File: src/rtl/code_lock_ctrl.sv
// Password lock controller fed by the keypad scanner's key_flag/key_value stream.
// Latency: unlock rises 2 cycles after the '#' key event (CHECK, then OPEN); all outputs registered.
// Backpressure: none; key events arriving in CHECK/FAIL (and LOCKOUT) are dropped.
//
// Optional feature: define LOCKOUT_EN to add a LOCKOUT state entered after
// MAX_FAIL consecutive wrong codes. Without it, locked_out is tied 0.
//
// Ports:
//   clk        system clock
//   rst_n      asynchronous active-low reset
//   key_flag   1-cycle press pulse from the scanner; key_value valid the cycle after
//   key_value  0-9 digit, 10 '*' (clear/set), 11 '#' (enter), 12-15 ignored
//   unlock     high while the lock is open
//   set_mode   high while a new password is being entered
//   err_pulse  1-cycle pulse on a wrong password or an aborted password change
//   digit_cnt  number of digits currently buffered
//   locked_out high while locked out (LOCKOUT_EN only)
module code_lock_ctrl #(
    parameter int unsigned                  PW_LEN      = 4,
    parameter logic [4*PW_LEN-1:0]          DEFAULT_PW  = 16'h1234,
    parameter int unsigned                  OPEN_CYCLES = 250_000_000,
    parameter int unsigned                  MAX_FAIL    = 3,
    parameter int unsigned                  LOCK_CYCLES = 500_000_000
) (
    input  logic       clk,
    input  logic       rst_n,
    input  logic       key_flag,
    input  logic [3:0] key_value,
    output logic       unlock,
    output logic       set_mode,
    output logic       err_pulse,
    output logic [2:0] digit_cnt,
    output logic       locked_out
);

    localparam int unsigned BW      = 4 * PW_LEN;
    localparam int unsigned MAX_CYC = (OPEN_CYCLES > LOCK_CYCLES) ? OPEN_CYCLES : LOCK_CYCLES;
    localparam int          TW      = (MAX_CYC > 1) ? $clog2(MAX_CYC) : 1;
    localparam logic [TW-1:0] OPEN_TC = TW'(OPEN_CYCLES - 1);
    localparam logic [2:0]    LEN3    = 3'(PW_LEN);
`ifdef LOCKOUT_EN
    localparam logic [TW-1:0] LOCK_TC  = TW'(LOCK_CYCLES - 1);
    // fail_cnt saturates at 7, so a larger threshold could never be reached
    localparam logic [2:0]    FAIL_LIM = (MAX_FAIL > 7) ? 3'd7 : 3'(MAX_FAIL);
`endif

    typedef enum logic [2:0] {
        S_IDLE,
        S_CHECK,
        S_FAIL,
        S_OPEN,
        S_SET
`ifdef LOCKOUT_EN
        , S_LOCKOUT
`endif
    } state_t;

    state_t        state, state_nxt;
    logic [BW-1:0] entry_buf, buf_nxt;
    logic [BW-1:0] pw, pw_nxt;
    logic [2:0]    cnt_nxt;
    logic [2:0]    fail_cnt, fail_nxt;
    logic [TW-1:0] timer, timer_nxt;
    logic          flag_d;
    logic          unlock_nxt, set_mode_nxt, err_nxt, locked_nxt;

    // Scanner presents key_value one cycle after key_flag, so the delayed
    // flag marks the cycle in which key_value is meaningful.
    logic key_digit, key_star, key_hash;
    assign key_digit = flag_d && (key_value <= 4'd9);
    assign key_star  = flag_d && (key_value == 4'd10);
    assign key_hash  = flag_d && (key_value == 4'd11);

    // Entry buffer with the new digit shifted in at the least significant
    // nibble (first digit ends up most significant).
    logic [BW-1:0] buf_shift;
    if (PW_LEN == 1) begin : g_one_digit
        assign buf_shift = key_value;
    end else begin : g_multi_digit
        assign buf_shift = {entry_buf[BW-5:0], key_value};
    end

    always_ff @(posedge clk or negedge rst_n) begin
        if (!rst_n) begin
            state      <= S_IDLE;
            entry_buf  <= '0;
            pw         <= DEFAULT_PW;
            digit_cnt  <= 3'd0;
            fail_cnt   <= 3'd0;
            timer      <= '0;
            flag_d     <= 1'b0;
            unlock     <= 1'b0;
            set_mode   <= 1'b0;
            err_pulse  <= 1'b0;
            locked_out <= 1'b0;
        end else begin
            state      <= state_nxt;
            entry_buf  <= buf_nxt;
            pw         <= pw_nxt;
            digit_cnt  <= cnt_nxt;
            fail_cnt   <= fail_nxt;
            timer      <= timer_nxt;
            flag_d     <= key_flag;
            unlock     <= unlock_nxt;
            set_mode   <= set_mode_nxt;
            err_pulse  <= err_nxt;
            locked_out <= locked_nxt;
        end
    end

    always_comb begin
        state_nxt    = state;
        buf_nxt      = entry_buf;
        cnt_nxt      = digit_cnt;
        pw_nxt       = pw;
        fail_nxt     = fail_cnt;
        timer_nxt    = timer;
        err_nxt      = 1'b0;

        case (state)
            S_IDLE, S_SET: begin
                if (key_digit) begin
                    // digits beyond the password length are silently dropped
                    if (digit_cnt < LEN3) begin
                        buf_nxt = buf_shift;
                        cnt_nxt = digit_cnt + 3'd1;
                    end
                end else if (key_star) begin
                    buf_nxt = '0;
                    cnt_nxt = 3'd0;
                end else if (key_hash) begin
                    if (state == S_IDLE) begin
                        state_nxt = S_CHECK;
                    end else begin
                        // Leaving SET always empties the buffer so a stale
                        // entry can never be replayed against the new password.
                        if (digit_cnt == LEN3) begin
                            pw_nxt = entry_buf;
                        end else begin
                            err_nxt = 1'b1;
                        end
                        buf_nxt   = '0;
                        cnt_nxt   = 3'd0;
                        state_nxt = S_IDLE;
                    end
                end
            end

            S_CHECK: begin
                if ((digit_cnt == LEN3) && (entry_buf == pw)) begin
                    state_nxt = S_OPEN;
                    fail_nxt  = 3'd0;
                    timer_nxt = '0;
                end else begin
                    state_nxt = S_FAIL;
                    fail_nxt  = (fail_cnt == 3'd7) ? 3'd7 : fail_cnt + 3'd1;
                end
                buf_nxt = '0;
                cnt_nxt = 3'd0;
            end

            S_FAIL: begin
`ifdef LOCKOUT_EN
                if (fail_cnt >= FAIL_LIM) begin
                    state_nxt = S_LOCKOUT;
                    timer_nxt = '0;
                end else begin
                    state_nxt = S_IDLE;
                end
`else
                state_nxt = S_IDLE;
`endif
            end

            S_OPEN: begin
                // A '#' or '*' in the terminal-count cycle takes priority
                // over the timeout.
                if (key_hash) begin
                    state_nxt = S_IDLE;
                end else if (key_star) begin
                    state_nxt = S_SET;
                    buf_nxt   = '0;
                    cnt_nxt   = 3'd0;
                end else if (timer == OPEN_TC) begin
                    state_nxt = S_IDLE;
                end else begin
                    timer_nxt = timer + 1'b1;
                end
            end

`ifdef LOCKOUT_EN
            S_LOCKOUT: begin
                if (timer == LOCK_TC) begin
                    state_nxt = S_IDLE;
                    fail_nxt  = 3'd0;
                    timer_nxt = '0;
                end else begin
                    timer_nxt = timer + 1'b1;
                end
            end
`endif

            default: begin
                state_nxt = S_IDLE;
            end
        endcase

        // Outputs are decoded from the next state so the registers line up
        // with the state they describe.
        unlock_nxt   = (state_nxt == S_OPEN);
        set_mode_nxt = (state_nxt == S_SET);
        err_nxt      = err_nxt || (state_nxt == S_FAIL);
`ifdef LOCKOUT_EN
        locked_nxt   = (state_nxt == S_LOCKOUT);
`else
        locked_nxt   = 1'b0;
`endif
    end

endmodule
File: config.mk
export PLATFORM = sky130hd
export DESIGN_NAME = code_lock_ctrl
export DESIGN_NICKNAME = d
export VERILOG_FILES = /design/src/rtl/code_lock_ctrl.sv
export SDC_FILE = /design/constraint.sdc
export NUM_CORES = 1
export LEC_CHECK = 0
export ABC_AREA = 0
export CAP_MARGIN = 40
export CORE_ASPECT_RATIO = 0.5
export CORE_UTILIZATION = 65
export CTS_BUF_LIST = sky130_fd_sc_hd__clkbuf_4 sky130_fd_sc_hd__clkbuf_8 sky130_fd_sc_hd__clkbuf_16
export DETAILED_ROUTE_END_ITERATION = 8
export PLACE_DENSITY = 0.88
export SLEW_MARGIN = 0
export SYNTH_ARGS = -nofsm -noshare
export SYNTH_HDL_FRONTEND = slang
export SYNTH_SLANG_ARGS = --single-unit
export TNS_END_PERCENT = 5
File: constraint.sdc
create_clock -name clk -period 5 [get_ports clk]
set_input_delay 1 -clock clk [delete_from_list [all_inputs] [get_ports clk]]
set_output_delay 1 -clock clk [all_outputs]
set_load 0.02 [all_outputs]
==> reports/results.ini, run 1 <==
[floorplanning]
die_h_um=53.1
pin_count=14
start_util=0.681
num_rows=18
core_area_um2=4980
dieArea_um2=5530
die_w_um=104

[clock_network]
htree_num_levels=3
cts.reportedPaths.clkPinSlew_ns=0.07
cts_buffers=9
cts_resized=0
cts.sinks=71
holdBufCountCts=0
cts_buffer_depth=2
postCtsSetupRepairBufs=0
clock_latency_ns=0.35
root_buffer=clkbuf_8
cts_tree=done

[placement]
placed_cells_incl_taps=399
gp_congestion=0.822
dp_hpwl_um=4380
dp_slack_ns=1.75
port_buffers=12

[timing]
rsz0062_at_grt=false
hold_violations=0
fin_crit_ns=2.92
fmax_mhz=342
skew_ns=0.00713
fin_crit_sh=0.584
worstMarginPinSlew_ns=0.934
setup_tns_ns=0
setup_ws_ns=2.08
setup_viol=0
maxSlewHeadroom=0.374
slew_viol_final=0

[setup_path]
r2r-end=state[0]
crit_fanout=16
critPathCaptureType=flip-flop
cp.required_ns=5.22
crit_type=in -> reg
start_kind=input port
reg2reg_from=timer[19]
setup.worst_path.end=pw[8]
crit_arrival_ns=3.14
rrSetupSlack_ns=2.51
r2r_cells=5
startpoint=key_value[2]

[logic_synthesis]
synth_area_um2=3390
synth_cell_type_count=48
postSynthAreaPerCell_um2=10.3
synth_cells=329
yosysSeqAreaShare=0.526
ys_async_sr_fraction=1.00
ys.flop_type=dfrtp_1
syn-num-nets=339
ys_seq_elements=71
synth_edf_count=0
yosys_warnings=0

[route]
wl_per_cell_um=15.5
dr.pass1.iters=4
via_per_inst=5.74
drt_iter0_drc=140
wirelength_um=6440
dr_total_vias=2384
antenna_left=0
drc=0

[final_layout]
antennaDiodeCount=0
mostFrequentLayoutCells=dfrtp_1, nand2_1, xor2_1, nor2_1, o21ai_0
drive_gt1_frac=0.119
layout_commonest_cell=dfrtp_1
final_cells=415
syn_to_final_growth_pct=12.4
nets=350

[grt]
grt_overflow=0
grt_max_degree=45
grt_pass1_vias=2296
grt_antenna_before_repair=0
grt_pass1_wl_um=10900
grt_util_all_layers=0.268

[power_and_ir_drop]
irDropWorstVdd_v=0.000269
p_leak_uw=0.00180
powerDensity_nw_per_um2=311

[hold_path]
hold_class=reg -> reg
min-delay-start=pw[14]

[job]
maxCapViolations=0

[outcome]
status=completed

[critical path: stages]
cell and delay (ns):
clkdlybuf4s50_1 0.48, and4b_4 0.38, and2_0 0.26, nand4_2 0.50
mux2_1 0.52
[state kept, by name, summed over array words and instances (netlist names)]
name       cells
digit_cnt      3
timer         29
pw            16
err_pulse      1
entry_buf     16
set_mode       1
unlock         1
state          3
flag_d         1
[cells in the mapped netlist (3+ instances only)]
| library cell | number | area [um2] |
|---|---|---|
| nand3_1 | 10 | 50.1 |
| and3_1 | 8 | 50.1 |
| ha_1 | 3 | 37.5 |
| xor2_1 | 32 | 280 |
| nand4_1 | 10 | 62.6 |
| inv_1 | 4 | 15.0 |
| clkbuf_1 | 8 | 30.0 |
| and4_1 | 3 | 26.3 |
| buf_2 | 5 | 25.0 |
| nor2_1 | 30 | 113 |
| o21ai_0 | 26 | 130 |
| dfrtp_1 | 66 | 1650 |
| nor4_1 | 5 | 31.3 |
| mux2_2 | 8 | 90.1 |
| xnor2_1 | 9 | 78.8 |
| nand2_1 | 49 | 184 |
| dfstp_2 | 5 | 131 |
| mux2_1 | 8 | 90.1 |
| nand4b_1 | 4 | 35.0 |
[logic make-up after synthesis]
logic type	synth area share
AND/OR/NAND/NOR	0.218
flip-flops	0.526
XOR/XNOR	0.106
AO/OA/AOI/OAI	0.0565
buffers and inverters	0.0251
multiplexers	0.0561
adder cells (fa/ha/maj)	0.0111
other	0.00111
[worst min-delay path by stage]
stage,to,cells after the start
after CTS,pw[14],1
after floorplan,entry_buf[14],2
after global placement,pw[6],1
after global routing,pw[14],1
after detailed placement,pw[14],1
final,pw[14],1
[layer usage]
layer  up-vias  wire [um]  global-route usage
li1       1149          -                   -
met1      1154       2860               0.327
met2        65       3200               0.442
met3        16        283              0.0837
met4         0        103               0.140
met5         -          0                   0
[power breakdown]
| group | total (uW) | internal [uW] | switching (uW) |
|---|---|---|---|
| Combinational | 69.0 | 26.1 | 42.9 |
| Sequential | 597 | 584 | 12.8 |
| Clock | 520 | 307 | 213 |
| Total | 1190 | 917 | 269 |
[area by class of cell]
type / count / area, um2
Tap cell: 70 / 87.6
Clock buffer: 11 / 151
Inverter: 5 / 18.8
Multi-Input combinational cell: 238 / 1530
Clock inverter: 5 / 80.1
Fill cell: 323 / 1170
Sequential cell: 71 / 1780
Timing Repair Buffer: 15 / 158
[through the flow]
| step | hold slack (ns) | instance area [um2] | power, uW | util |
|---|---|---|---|---|
| floorplan | 0.483 | 3390 | 640 | - |
| global placement | 0.495 | 3550 | 669 | 0.714 |
| detailed placement | 0.506 | 3580 | 677 | 0.719 |
| CTS | 0.522 | 3810 | 1200 | 0.766 |
| global route | 0.547 | 3810 | 1230 | 0.766 |
| finish | 0.521 | 3810 | 1190 | 0.766 |
No activity file was read; power rests on OpenSTA's default activity.
==> run 2: changes to the inputs <==
--- a/config.mk
+++ b/config.mk
@@ -8,10 +8,10 @@
 export ABC_AREA = 0
 export CAP_MARGIN = 40
 export CORE_ASPECT_RATIO = 0.5
-export CORE_UTILIZATION = 65
+export CORE_UTILIZATION = 60
 export CTS_BUF_LIST = sky130_fd_sc_hd__clkbuf_4 sky130_fd_sc_hd__clkbuf_8 sky130_fd_sc_hd__clkbuf_16
 export DETAILED_ROUTE_END_ITERATION = 8
-export PLACE_DENSITY = 0.88
+export PLACE_DENSITY = 0.83
 export SLEW_MARGIN = 0
 export SYNTH_ARGS = -nofsm -noshare
 export SYNTH_HDL_FRONTEND = slang
==> constraint.sdc (replaced) <==
create_clock -name clk -period 2.8 [get_ports clk]
set_input_delay 0.56 -clock clk [delete_from_list [all_inputs] [get_ports clk]]
set_output_delay 0.56 -clock clk [all_outputs]
set_load 0.02 [all_outputs]
==> reports/results.ini, run 2 (synthesis results as in run 1) <==
[placement]
gp_congestion=0.818  ; -0.49%
dpl_cell_area_um2=3620  ; +1.2%
dp_hpwl_um=4220  ; -3.8%
placed_cells_incl_taps=404  ; +1.3%
port_buffers=12  ; unchanged

[grt]
grt_util_all_layers=0.269  ; +0.00126
grt_antenna_before_repair=0  ; unchanged
grt_max_degree=37  ; -18%
grt_pass1_wl_um=11400  ; +5.0%
grt_overflow=0  ; unchanged
grt_pass1_vias=2347  ; +2.2%

[final_layout]
largest_register=timer
nets=355  ; +1.4%
mostFrequentLayoutCells=dfrtp_1, nand2_1, xor2_1, nor2_1, o21ai_0
fin_area_um2=3920  ; +2.9%
antennaDiodeCount=0  ; unchanged
layout_commonest_cell=dfrtp_1
fill_cells=340  ; +5.3%
reg.largest.list=timer x29, entry_buf x16, pw x16
syn_to_final_growth_pct=15.6
final_cells=420  ; +1.2%
drive_gt1_frac=0.131  ; +0.0126
largest_reg_flops=29  ; unchanged

[timing]
maxSlewHeadroom=0.443  ; +0.0683
fmax_mhz=413
slew_viol_final=0  ; unchanged
hold_violations=0  ; unchanged
setup_viol=0  ; unchanged
skew_ns=0.00849  ; +0.00136 ns
fin_crit_ns=2.42
setup_tns_ns=0  ; unchanged
fin_crit_sh=0.866
worstMarginPinSlew_ns=0.836  ; -0.0980 ns
rsz0062_at_grt=false

[setup_path]
cp.required_ns=3.05  ; -2.17 ns
critPathCaptureType=flip-flop
startpoint=key_value[2]
crit_arrival_ns=2.67  ; -0.47 ns
crit_type=in -> reg
crit_fanout=5  ; -11
reg2reg_from=timer[7]
start_kind=input port

[route]
drc=0  ; unchanged
dr.pass1.iters=4  ; unchanged
antenna_left=0  ; unchanged
via_per_inst=5.83  ; +1.5%
dr_total_vias=2450  ; +2.8%
wirelength_um=6960  ; +8.1%
drt_iter0_drc=144  ; +2.9%
wl_per_cell_um=16.6  ; +6.8%

[power_and_ir_drop]
irDropWorstVdd_v=0.000584  ; +120%
p_leak_uw=0.00187  ; +3.8%
powerDensity_nw_per_um2=594  ; +91%

[clock_network]
cts_resized=0  ; unchanged
root_buffer=clkbuf_16
cts_buffers=9  ; unchanged
cts_buffer_depth=2  ; unchanged
holdBufCountCts=0  ; unchanged
postCtsSetupRepairBufs=0  ; unchanged
cts.reportedPaths.clkPinSlew_ns=0.05  ; -0.02 ns
cts_tree=done
clock_latency_ns=0.34  ; about the same
htree_num_levels=3  ; unchanged
cts.sinks=71  ; unchanged

[floorplanning]
core_area_um2=5180  ; +4.1%
die_h_um=55.2  ; +3.9%
die_w_um=108  ; +4.0%
start_util=0.655  ; -0.0267
num_rows=18  ; unchanged
dieArea_um2=5970  ; +8.1%
pin_count=14  ; unchanged

[outcome]
status=completed

[job]
maxCapViolations=0  ; unchanged

[hold_path]
hold_class=in -> async

==> run 2: area by class of cell <==
cell class                 instances  area [um2]  area share
clock inverter                     4        45.0      0.0115
tap                               70        87.6      0.0223
sequential                        71        1780       0.455
inverter                           5        18.8     0.00479
timing repair buffer              20         200      0.0511
multi-input combinational        238        1530       0.391
clock buffer                      12         254      0.0648
==> run 2: through the flow <==
step	utilization	hold slack [ns]	total power (uW)	setup WS [ns]
after floorplan	-	0.264	1140	0.758
after global placement	0.699	0.494	1200	0.187
after detailed placement	0.699	0.503	1210	0.115
after CTS	0.757	0.345	2350	0.385
after global routing	0.757	0.394	2410	0.323
final	0.757	0.320	2330	0.376
==> run 2: report_power, final <==
part / switching (uW) / internal, uW / total (uW) / leakage [uW]
Sequential: 22.0 / 1050 / 1070 / 0.000941
Clock: 411 / 728 / 1140 / 0.000153
Combinational: 77.0 / 47.8 / 125 / 0.000776
==> run 2: path summary, 6_finish.rpt <==
check / slack, ns / cells after the start / end
worst max-delay path: 0.38 / 6 / timer[9]
worst min-delay path: 0.32 / 1 / timer[4]
worst max register to register: 0.45 / 6 / state[0]
worst min register to register: 0.52 / 1 / pw[10]
max in group asynchronous: 1.74 / 2 / pw[4]
min in group clk: 0.52 / 1 / pw[10]
==> run 2: layer usage <==
metal / GRT usage / part of all wire / vias to the layer above
met5: 0 / 0 / -
met4: 0.113 / 0.019 / 0
met3: 0.0995 / 0.050 / 15
met2: 0.454 / 0.50 / 49
met1: 0.323 / 0.43 / 1227
li1: - / - / 1159
==> run 2: critical path, cell delays in order <==
cell,delay [ns]
clkdlybuf4s50_1,0.53
and4b_4,0.24
or4_4,0.53
a31o_1,0.27
or3_1,0.35
a21oi_1,0.19
==> run 3: changes to the inputs <==
--- a/config.mk
+++ b/config.mk
@@ -7,11 +7,13 @@
 export LEC_CHECK = 0
 export ABC_AREA = 0
 export CAP_MARGIN = 40
-export CORE_ASPECT_RATIO = 0.5
+export CORE_ASPECT_RATIO = 1.2
+export CORE_MARGIN = 5
 export CORE_UTILIZATION = 60
 export CTS_BUF_LIST = sky130_fd_sc_hd__clkbuf_4 sky130_fd_sc_hd__clkbuf_8 sky130_fd_sc_hd__clkbuf_16
 export DETAILED_ROUTE_END_ITERATION = 8
 export PLACE_DENSITY = 0.83
+export SETUP_SLACK_MARGIN = 0.5
 export SLEW_MARGIN = 0
 export SYNTH_ARGS = -nofsm -noshare
 export SYNTH_HDL_FRONTEND = slang
==> reports/results.ini, run 3 (synthesis results as in run 1) <==
[outcome]
status=completed

[timing]
hold_violations=0  ; unchanged
slew_viol_final=0  ; unchanged
fmax_mhz=441  ; +6.9%
skew_ns=0.0112  ; +0.00271 ns
setup_viol=0  ; unchanged
rsz0062_at_grt=true
setup_tns_ns=0  ; unchanged
worstMarginPinSlew_ns=0.818  ; -0.0181 ns
whs_ns=0.307  ; -0.0130 ns
fin_crit_ns=2.27  ; -0.157 ns
maxSlewHeadroom=0.455  ; +0.0121
fin_crit_sh=0.810  ; -0.0560

[grt]
grt_max_degree=39  ; +5.4%
grt_antenna_before_repair=0  ; unchanged
grt_overflow=0  ; unchanged
grt_pass1_wl_um=11000  ; -4.2%
grt_pass1_vias=2449  ; +4.3%
grt_util_all_layers=0.193  ; -0.0763

[final_layout]
syn_to_final_growth_pct=14.1
nets=355  ; unchanged
largest_reg_flops=29  ; unchanged
reg.largest.list=timer x29, entry_buf x16, pw x16
largest_register=timer
fin_area_um2=3870  ; -1.3%
drive_gt1_frac=0.140  ; +0.00857
mostFrequentLayoutCells=dfrtp_1, nand2_1, xor2_1, nor2_1, o21ai_0
layout_commonest_cell=dfrtp_1
antennaDiodeCount=0  ; unchanged

[floorplanning]
start_util=0.606  ; -0.0483
die_h_um=92.4  ; +67%
core_area_um2=5590  ; +8.0%
pin_count=14  ; unchanged
dieArea_um2=7260  ; +22%
num_rows=30  ; +12
die_w_um=78.6  ; -27%

[clock_network]
cts_buffer_depth=2  ; unchanged
root_buffer=clkbuf_8
cts_buffers=9  ; unchanged
cts.sinks=71  ; unchanged
holdBufCountCts=0  ; unchanged
cts.reportedPaths.clkPinSlew_ns=0.08  ; +0.03 ns
cts_tree=done
htree_num_levels=3  ; unchanged
clock_latency_ns=0.34  ; about the same

[power_and_ir_drop]
powerDensity_nw_per_um2=526  ; -12%
p_leak_uw=0.00186  ; -0.51%
irDropWorstVdd_v=0.000392  ; -33%
finalPower_uw=2030  ; -13%

[setup_path]
crit_arrival_ns=2.50  ; -0.17 ns
start_kind=flip-flop
worst_path_max_delay_cell=or4b_1
crit_type=reg -> reg
critPathCaptureType=flip-flop
max_stage_delay_ns=0.58  ; +0.05 ns
path_cells=or4b_1 > nor4_4 > a31oi_2 > buf_4 > or2_1 > a21o_1
cp.required_ns=3.03  ; -0.02 ns
crit_fanout=9  ; +4

[placement]
dpl_cell_area_um2=3610  ; -0.41%
dp_hpwl_um=4250  ; +0.77%
gp_congestion=0.831  ; +1.6%
port_buffers=12  ; unchanged

[route]
drc=0  ; unchanged
antenna_left=0  ; unchanged
wl_per_cell_um=15.4  ; -7.4%
via_per_inst=5.77  ; -1.2%
wirelength_um=6360  ; -8.7%
dr_total_vias=2387  ; -2.6%
drt_iter0_drc=138  ; -4.2%
dr.pass1.iters=4  ; unchanged

[job]
maxCapViolations=0  ; unchanged

[hold_path]
hold_class=in -> async

[run 3: cell count changes in the layout (fill, tap and decap cells not counted), sizes merged]
cell,change
dlymetal6s2s,+3
clkdlybuf4s50,-3
clkbuf,+1
clkinv,-1
[run 3: timing repair]
action,in CTS,in global routing
setup endpoints to repair,3,12
pin swaps,0,1
buffers inserted,0,1
resized for setup,1,7
[run 3: critical path, delay by kind of cell (launching register included)]
family	cells	cell delay, ns
simple gates	3	1.19
flops	1	0.45
compound gates	2	0.33
buf+inv	1	0.20
[run 3: stage by stage]
stage / cells / worst slack [ns] / util
global route: 414 / 0.467 / 0.692
floorplan: 329 / 0.758 / -
CTS: 413 / 0.470 / 0.684
global placement: 397 / 0.192 / 0.645
detailed placement: 397 / 0.108 / 0.645
finish: 414 / 0.533 / 0.692
[run 3: cell type report]
cell class	count	area, um2
clock inverter	3	40.0
clock buffer	13	173
fill	393	1720
inverter	5	18.8
multi-input combinational	238	1570
tap	64	80.1
sequential	71	1780
timing repair buffer	20	208
[run 3: path summary, 6_finish.rpt]
kind,end,startpoint,cells after the start,slack (ns)
max reg2reg,state[0],timer[7],6,0.53
min,timer[10],rst_n,1,0.31
max,state[0],timer[7],6,0.53
min reg2reg,pw[14],pw[14],1,0.51
max in group asynchronous,pw[4],rst_n,2,1.75
min in group clk,pw[14],pw[14],1,0.51
[run 3: where the power goes]
| group | internal (uW) | leakage, uW | switching, uW |
|---|---|---|---|
| Sequential | 1040 | 0.000941 | 22.7 |
| Combinational | 46.9 | 0.000807 | 74.4 |
| Clock | 492 | 0.000113 | 355 |
[run 3: metal layers]
| layer | vias up | share of wire | global-route usage |
|---|---|---|---|
| met2 | 47 | 0.51 | 0.327 |
| met3 | 14 | 0.037 | 0.0438 |
| li1 | 1157 | - | - |
| met4 | 0 | 0.022 | 0.0962 |
| met1 | 1169 | 0.43 | 0.229 |
| met5 | - | 0 | 0 |
